[config.mk]
export PLATFORM = sky130hd
export DESIGN_NAME = qdiv_sched
export DESIGN_NICKNAME = d
export VERILOG_FILES = /design/src/rtl/qdiv_pkg.sv /design/src/rtl/qdiv_sched_rr_arbiter.sv /design/src/rtl/qdiv_sched.sv
export SDC_FILE = /design/constraint.sdc
export NUM_CORES = 1
export LEC_CHECK = 0
export CAP_MARGIN = 40
export CORE_AREA = 4 4 153 155
export DETAILED_ROUTE_END_ITERATION = 6
export DIE_AREA = 0 0 157 159
export GPL_TIMING_DRIVEN = 0
export PLACE_DENSITY = 0.67
export RECOVER_POWER = 50
export SLEW_MARGIN = 20
export SYNTH_ARGS = -nofsm -noshare
export SYNTH_HDL_FRONTEND = slang
export SYNTH_SLANG_ARGS = --single-unit
export TNS_END_PERCENT = 100
[constraint.sdc]
create_clock -name clk -period 3.3 [get_ports clk]
set_input_delay 0.33 -clock clk [delete_from_list [all_inputs] [get_ports clk]]
set_output_delay 0.33 -clock clk [all_outputs]
set_load 0.03 [all_outputs]
[src/rtl/qdiv_pkg.sv]
// Shared definitions for the divider scheduler: FSM encoding, default
// word format and the divide-by-zero saturation value.
package qdiv_pkg;

  localparam int DEF_N = 32;
  localparam int DEF_Q = 15;
  localparam int MAX_N = 64;

  // Scheduler FSM states (3-bit encoding)
  typedef enum logic [2:0] {
    ST_IDLE      = 3'd0,
    ST_START     = 3'd1,
    ST_WAIT_LOW  = 3'd2,
    ST_WAIT_HIGH = 3'd3,
    ST_RESP      = 3'd4
  } state_t;

  // Saturated sign-magnitude value for an n-bit word: {sign, all-ones magnitude}.
  // Returned MAX_N wide; callers size-cast to their own word width.
  function automatic logic [MAX_N-1:0] sat_q(input logic sign, input int n);
    logic [MAX_N-1:0] v;
    v = '0;
    for (int i = 0; i < MAX_N; i++) begin
      if (i < n - 1) v[i] = 1'b1;
      else if (i == n - 1) v[i] = sign;
    end
    return v;
  endfunction

endpackage

[src/rtl/qdiv_sched_rr_arbiter.sv]
// Round-robin arbiter: scans from the pointer upward (wrapping) for the
// first active request. The pointer moves to winner+1 whenever a grant is
// issued, so a continuously requesting input waits at most NUM_REQ grants.
module rr_arbiter #(
  parameter int NUM_REQ = 4,
  parameter int ID_W    = $clog2(NUM_REQ)
) (
  input  logic               clk,
  input  logic               rst,
  input  logic [NUM_REQ-1:0] i_req,
  input  logic               i_en,
  output logic [NUM_REQ-1:0] o_grant,
  output logic [ID_W-1:0]    o_idx
);

  logic [ID_W-1:0]    r_ptr;
  logic [ID_W-1:0]    w_idx;
  logic [ID_W-1:0]    w_cand;
  logic               w_found;
  logic [NUM_REQ-1:0] w_grant;
  int                 w_pos;

  // Priority scan starting at the pointer, wrapping at NUM_REQ
  always_comb begin
    w_found = 1'b0;
    w_idx   = '0;
    w_pos   = 0;
    w_cand  = '0;
    for (int k = 0; k < NUM_REQ; k++) begin
      w_pos = int'(r_ptr) + k;
      if (w_pos >= NUM_REQ) w_pos = w_pos - NUM_REQ;
      w_cand = ID_W'(w_pos);
      if (!w_found && i_req[w_cand]) begin
        w_found = 1'b1;
        w_idx   = w_cand;
      end
    end
  end

  // One-hot grant, only while the scheduler is able to accept
  always_comb begin
    w_grant = '0;
    if (i_en && w_found) w_grant[w_idx] = 1'b1;
  end

  // Pointer advances past the winner on every issued grant
  always_ff @(posedge clk) begin
    if (rst) begin
      r_ptr <= '0;
    end else if (i_en && w_found) begin
      r_ptr <= (w_idx == ID_W'(NUM_REQ - 1)) ? '0 : w_idx + 1'b1;
    end
  end

  assign o_grant = w_grant;
  assign o_idx   = w_idx;

endmodule

[src/rtl/qdiv_sched.sv]
// Shares one serial sign-magnitude divider between NUM_REQ requesters.
// Round-robin grant, start/complete sequencing with the divider, local
// divide-by-zero trap, and a single tagged valid/ready response channel.
//
// Handshakes: a request transfers on the cycle req_valid[i] & req_ready[i]
// are both high; a response transfers on the cycle rsp_valid & rsp_ready are
// both high. rsp_valid, once raised, stays high with rsp_quotient, rsp_id and
// rsp_div0 unchanged until that transfer happens.
module qdiv_sched
  import qdiv_pkg::*;
#(
  parameter int N       = DEF_N,
  parameter int Q       = DEF_Q,
  parameter int NUM_REQ = 4,
  parameter int ID_W    = 2
) (
  input  logic                 clk,
  input  logic                 rst,
  input  logic [NUM_REQ-1:0]   req_valid,
  output logic [NUM_REQ-1:0]   req_ready,
  input  logic [NUM_REQ*N-1:0] req_dividend,
  input  logic [NUM_REQ*N-1:0] req_divisor,
  output logic                 rsp_valid,
  input  logic                 rsp_ready,
  output logic [N-1:0]         rsp_quotient,
  output logic [ID_W-1:0]      rsp_id,
  output logic                 rsp_div0,
  output logic [N-1:0]         div_dividend,
  output logic [N-1:0]         div_divisor,
  output logic                 div_start,
  input  logic [N-1:0]         div_quotient,
  input  logic                 div_complete,
  output logic                 busy
);

  // Reject parameter sets the datapath cannot represent
  if (NUM_REQ < 2 || ID_W != $clog2(NUM_REQ) || Q >= N - 1 || N > MAX_N) begin : g_param_check
    $error("qdiv_sched: inconsistent parameters");
  end

  state_t              r_state;
  logic                r_div_start;
  logic [N-1:0]        r_div_dividend;
  logic [N-1:0]        r_div_divisor;
  logic                r_rsp_valid;
  logic [N-1:0]        r_rsp_quotient;
  logic [ID_W-1:0]     r_rsp_id;
  logic                r_rsp_div0;

  logic                w_arb_en;
  logic [NUM_REQ-1:0]  w_grant;
  logic [ID_W-1:0]     w_idx;
  logic                w_accept;
  logic [N-1:0]        w_sel_dividend;
  logic [N-1:0]        w_sel_divisor;
  logic                w_div0;
  logic [N-1:0]        w_sat;

  // Grants only in IDLE and only when the divider reports idle; this also
  // covers a division still running from before a reset.
  assign w_arb_en = (r_state == ST_IDLE) && div_complete;

  rr_arbiter #(
    .NUM_REQ (NUM_REQ),
    .ID_W    (ID_W)
  ) u_arb (
    .clk     (clk),
    .rst     (rst),
    .i_req   (req_valid),
    .i_en    (w_arb_en),
    .o_grant (w_grant),
    .o_idx   (w_idx)
  );

  assign w_accept       = |w_grant;
  assign w_sel_dividend = req_dividend[int'(w_idx) * N +: N];
  assign w_sel_divisor  = req_divisor[int'(w_idx) * N +: N];
  // Negative zero counts as zero: only the magnitude is inspected
  assign w_div0         = (w_sel_divisor[N-2:0] == '0);
  assign w_sat          = N'(sat_q(w_sel_dividend[N-1] ^ w_sel_divisor[N-1], N));

  // Scheduler FSM with all outputs registered
  always_ff @(posedge clk) begin
    if (rst) begin
      r_state        <= ST_IDLE;
      r_div_start    <= 1'b0;
      r_div_dividend <= '0;
      r_div_divisor  <= '0;
      r_rsp_valid    <= 1'b0;
      r_rsp_quotient <= '0;
      r_rsp_id       <= '0;
      r_rsp_div0     <= 1'b0;
    end else begin
      r_div_start <= 1'b0;
      case (r_state)
        ST_IDLE: begin
          if (w_accept) begin
            r_rsp_id <= w_idx;
            if (w_div0) begin
              // Trap locally; the divider is never started
              r_rsp_quotient <= w_sat;
              r_rsp_div0     <= 1'b1;
              r_rsp_valid    <= 1'b1;
              r_state        <= ST_RESP;
            end else begin
              r_div_dividend <= w_sel_dividend;
              r_div_divisor  <= w_sel_divisor;
              r_div_start    <= 1'b1;
              r_state        <= ST_START;
            end
          end
        end
        ST_START: begin
          r_state <= ST_WAIT_LOW;
        end
        ST_WAIT_LOW: begin
          if (!div_complete) r_state <= ST_WAIT_HIGH;
        end
        ST_WAIT_HIGH: begin
          if (div_complete) begin
            r_rsp_quotient <= div_quotient;
            r_rsp_div0     <= 1'b0;
            r_rsp_valid    <= 1'b1;
            r_state        <= ST_RESP;
          end
        end
        ST_RESP: begin
          if (rsp_ready) begin
            r_rsp_valid <= 1'b0;
            r_state     <= ST_IDLE;
          end
        end
        default: begin
          r_state <= ST_IDLE;
        end
      endcase
    end
  end

  assign req_ready    = w_grant;
  assign rsp_valid    = r_rsp_valid;
  assign rsp_quotient = r_rsp_quotient;
  assign rsp_id       = r_rsp_id;
  assign rsp_div0     = r_rsp_div0;
  assign div_dividend = r_div_dividend;
  assign div_divisor  = r_div_divisor;
  assign div_start    = r_div_start;
  assign busy         = (r_state != ST_IDLE);

endmodule

==> impl_metrics.yaml <==
final_layout:
  nets: 1587
  layout.area.seq_um2: 2127
  drive_gt1_share_pct: 15.71
  area_delta_synth_final_pct: 93.70
  fin_cells: 1573
  fillers: 2134
  fin_util_pct: 53.43
  multiInputGateArea_um2: 3812
  fin_area_um2: 11660
clocking:
  cts.hold.buffers_added: 0
  cts-root-buf: "clkbuf_16"
  cts_buffer_depth: 2
  clock-sinks: 106
  worstSkewPairLatency_ns: 0.36
  cts_made_buffers: 9
  h-tree-depth: 3
  cts_tree: "done"
  path_clk_slew_ns: 0.08
grt:
  grt_max_degree: 20
  grt_pass1_wl_um: 45980
  grt_pass1_vias: 7919
  grt_use_total_pct: 23.58
  met1_usage_pct: 26.64
  grtUsageMet2_pct: 42.49
  use_met3_pct: 6.496
  antenna_found_initial: 1
  grt-ovfl-total: 0
  grt_busiest_layer: "met2"
power:
  p_clk_share_pct: 14.9
  switching_share_pct: 45.10
  power_density_nw_per_um2: 661.2
  switching_power_mw: 3.477
  combPwrFrac_pct: 62.5
  p_int_mw: 4.233
  p_seq_share_pct: 22.7
  p_leak_nw: 4.719
  power_mw: 7.710
  vdd_drop_max_v: 0.0002366
critical_path:
  worstPathRequired_ns: 3.58
  cpMaxStageDelayCell: "or4_4"
  r2r_end: "rsp_quotient[31]$_SDFFE_PP0P_"
  rrSetupSlack_ns: 0.04
  r2r_cells: 15
  r2r_start: "u_arb.r_ptr[0]$_SDFFE_PP0P_"
  critPathLaunchType: "input port"
  cp_num_buf_inv: 5
  path_class: "input port to flip-flop"
  slowest_delay_ns: 0.57
  path_cells: "dlygate4sd2_1 > or2b_1 > a21oi_2 > o32a_1 > buf_6 > buf_12 > buf_4 > a21oi_1 > a32o_2 > nand4_1 > or4_4 > o21a_1 > buf_6 > or4_4 > a21oi_2"
  arrival_ns: 3.57
  crit_family: "simple AND/OR/NAND/NOR gates"
  crit_path_max_fanout: 6
  worst_setup_path_end_kind: "flip-flop"
yosys:
  yosys_warnings: 0
  synth_nets: 1139
  yosysMostFrequentCell: "nand2_1"
  synthTopCellsByArea: "dfxtp_1 35%, nand2_1 14%, a21oi_1 7.5%, nand3_1 6.7%, o221a_2 5.2%"
  yosysTopAreaCell: "dfxtp_1"
  synth-seq-cells: 106
  yosys-top-cells-count: "230 x nand2_1, 106 x dfxtp_1, 90 x a21oi_1"
  ys_seq_area_share_pct: 35.25
  synth_cell_types: 50
  syn_area_per_cell_um2: 7.175
  synth_area_um2: 6020
  synth_edf_count: 0
  synth_top_area_share_pct: 35.25
  synthCells: 839
  async_flop_share_pct: 0
  synthFlopType: "dfxtp_1"
die:
  design.core.area_um2: 21820
  io_pins: 402
  rows: 54
  initial_utilization_pct: 27.58
  die_y_um: 159
  die_area_um2: 24960
  die_x_um: 157
sta:
  hold_violations: 0
  report.final.setup_viol: 0
  tightest_slew_ns: 0.6440
  drv_slew: 0
  fin_worst_skew_ns: 0.01301
  slew_headroom_pct: 57.07
  rsz0062_at_grt: "true"
  timing.fmax_mhz: 304.2
  post-route-period-util_pct: 99.61
  fin_crit_ns: 3.287
run_status:
  run_status: "complete, no violations"
detailed_routing:
  drt-pass1-iter-count: 7
  drt_iter0_markers: 404
  vias: 8157
  final_antenna_net_count: 0
  viasPerCell: 5.186
  detail_route.wl_per_cell_um: 20.84
  route.detailed.drc: 0
  wirelength_um: 32780
min_path:
  min_from: "rsp_id[1]$_SDFFE_PP0P_"
  hold_class: "flip-flop to flip-flop"
  hold_path_depth: 2
  hold_end: "rsp_id[1]$_SDFFE_PP0P_"
placement:
  place.gp.congestion: 0.9035
  place_hpwl_um: 25560
  port_buffers: 401
  placedInstanceArea_um2: 10410
  placedCellCount: 1520
job:
  drv_cap: 0
[worst max-delay path by stage]
stage,slack (ns),endpoint,depth (start not counted),startpoint
final,0.01,rsp_quotient[31]$_SDFFE_PP0P_,15,req_valid[2]
after global routing,-0.08,r_state[0]$_SDFFE_PP0P_,17,u_arb.r_ptr[0]$_SDFFE_PP0P_
after floorplan,0.04,rsp_quotient[10]$_SDFFE_PP0P_,15,req_valid[2]
after CTS,0.002,rsp_quotient[31]$_SDFFE_PP0P_,15,u_arb.r_ptr[0]$_SDFFE_PP0P_
after global placement,-1.71,div_divisor[23]$_SDFFE_PP0P_,16,req_valid[2]
after detailed placement,-1.82,div_divisor[13]$_SDFFE_PP0P_,16,req_valid[0]
[metal layers]
metal | up-vias | routed length [µm]
met4 | 0 | 890
met1 | 3813 | 12510
met5 | - | 0
met3 | 51 | 2867
met2 | 334 | 16510
li1 | 3959 | -
[cell families after synthesis]
group                    Yosys count  share of synthesized area (%)
AND/OR/NAND/NOR                  383                          28.29
AO/OA/AOI/OAI                    245                          28.04
flip-flops                       106                          35.25
buffers and inverters             96                          6.776
multiplexers                       4                         0.6652
adder cells (fa/ha/maj)            4                         0.8315
XOR/XNOR                           1                         0.1455
[layout make-up]
class	count	area share (%)
plain buffers	90	5.913
flip-flops and latches	106	18.24
well taps	280	3.005
diodes	1	0.02146
clock inverters	7	0.7404
repair buffers	438	37.28
inverters	5	0.1717
clock buffers	9	1.932
multi-input cells	637	32.70
[metrics by stage]
step,hold slack [ns],TNS (ns),setup slack [ns]
after floorplan,0.4802,0,0.03963
after global placement,0.4440,-169.40,-1.713
after detailed placement,0.4507,-177.76,-1.816
after CTS,0.4608,0,0.001817
after global routing,0.4898,-0.2348,-0.07805
final,0.4533,0,0.01293
[worst reg2reg max path, delay by kind of cell, from the launching register on]
family / cells / cell delay [ns]
simple gates: 7 / 1.70
buf+inv: 5 / 0.63
compound gates: 3 / 0.53
flops: 1 / 0.34
[power by group through the flow]
stage | combinational, mW | clock [mW] | sequential, mW
floorplan | 1.80 | 0 | 2.35
global placement | 4.15 | 0 | 1.78
detailed placement | 4.17 | 0 | 1.79
CTS | 4.55 | 1.18 | 1.76
global route | 5.12 | 1.22 | 1.78
finish | 4.81 | 1.15 | 1.75
[cell usage in the layout (no fill, tap or decap), types with 4 or more instances in the layout]
cell type and count:
clkdlybuf4s50_1 297, nand2_1 223, dfxtp_1 104, dlygate4sd3_1 96
nand3_1 81, a21oi_1 78, o21ai_0 50, buf_4 38
nand4_1 36, clkbuf_1 30, o221a_2 28, buf_6 15
a21oi_2 12, buf_2 12, o211ai_1 11, o31ai_1 11
clkbuf_16 11, a32o_2 10, a32oi_2 10, clkbuf_2 9
buf_8 8, nor2_1 8, a32o_1 7, clkbuf_8 6
nor4_1 6, nand2_2 5, a31o_2 5, dlygate4sd2_1 5
nor3_1 4, and2_1 4, mux2i_1 4, a32oi_1 4
ha_4 4
[registers in the layout, summed over array words and instances (netlist names)]
register      cells
div_dividend     32
div_divisor      32
div_start         1
r_state           3
rsp_div0          1
rsp_id            2
rsp_quotient     32
rsp_valid         1
u_arb.r_ptr       2
[repair_timing]
action                                  4_1_cts  5_1_grt
gates cloned                                  1        2
endpoints found under the setup margin      108       99
gates resized for setup                     126       83
pin swaps                                    18       25
buffers inserted                             12       21
(Power assumes the default switching activity.)
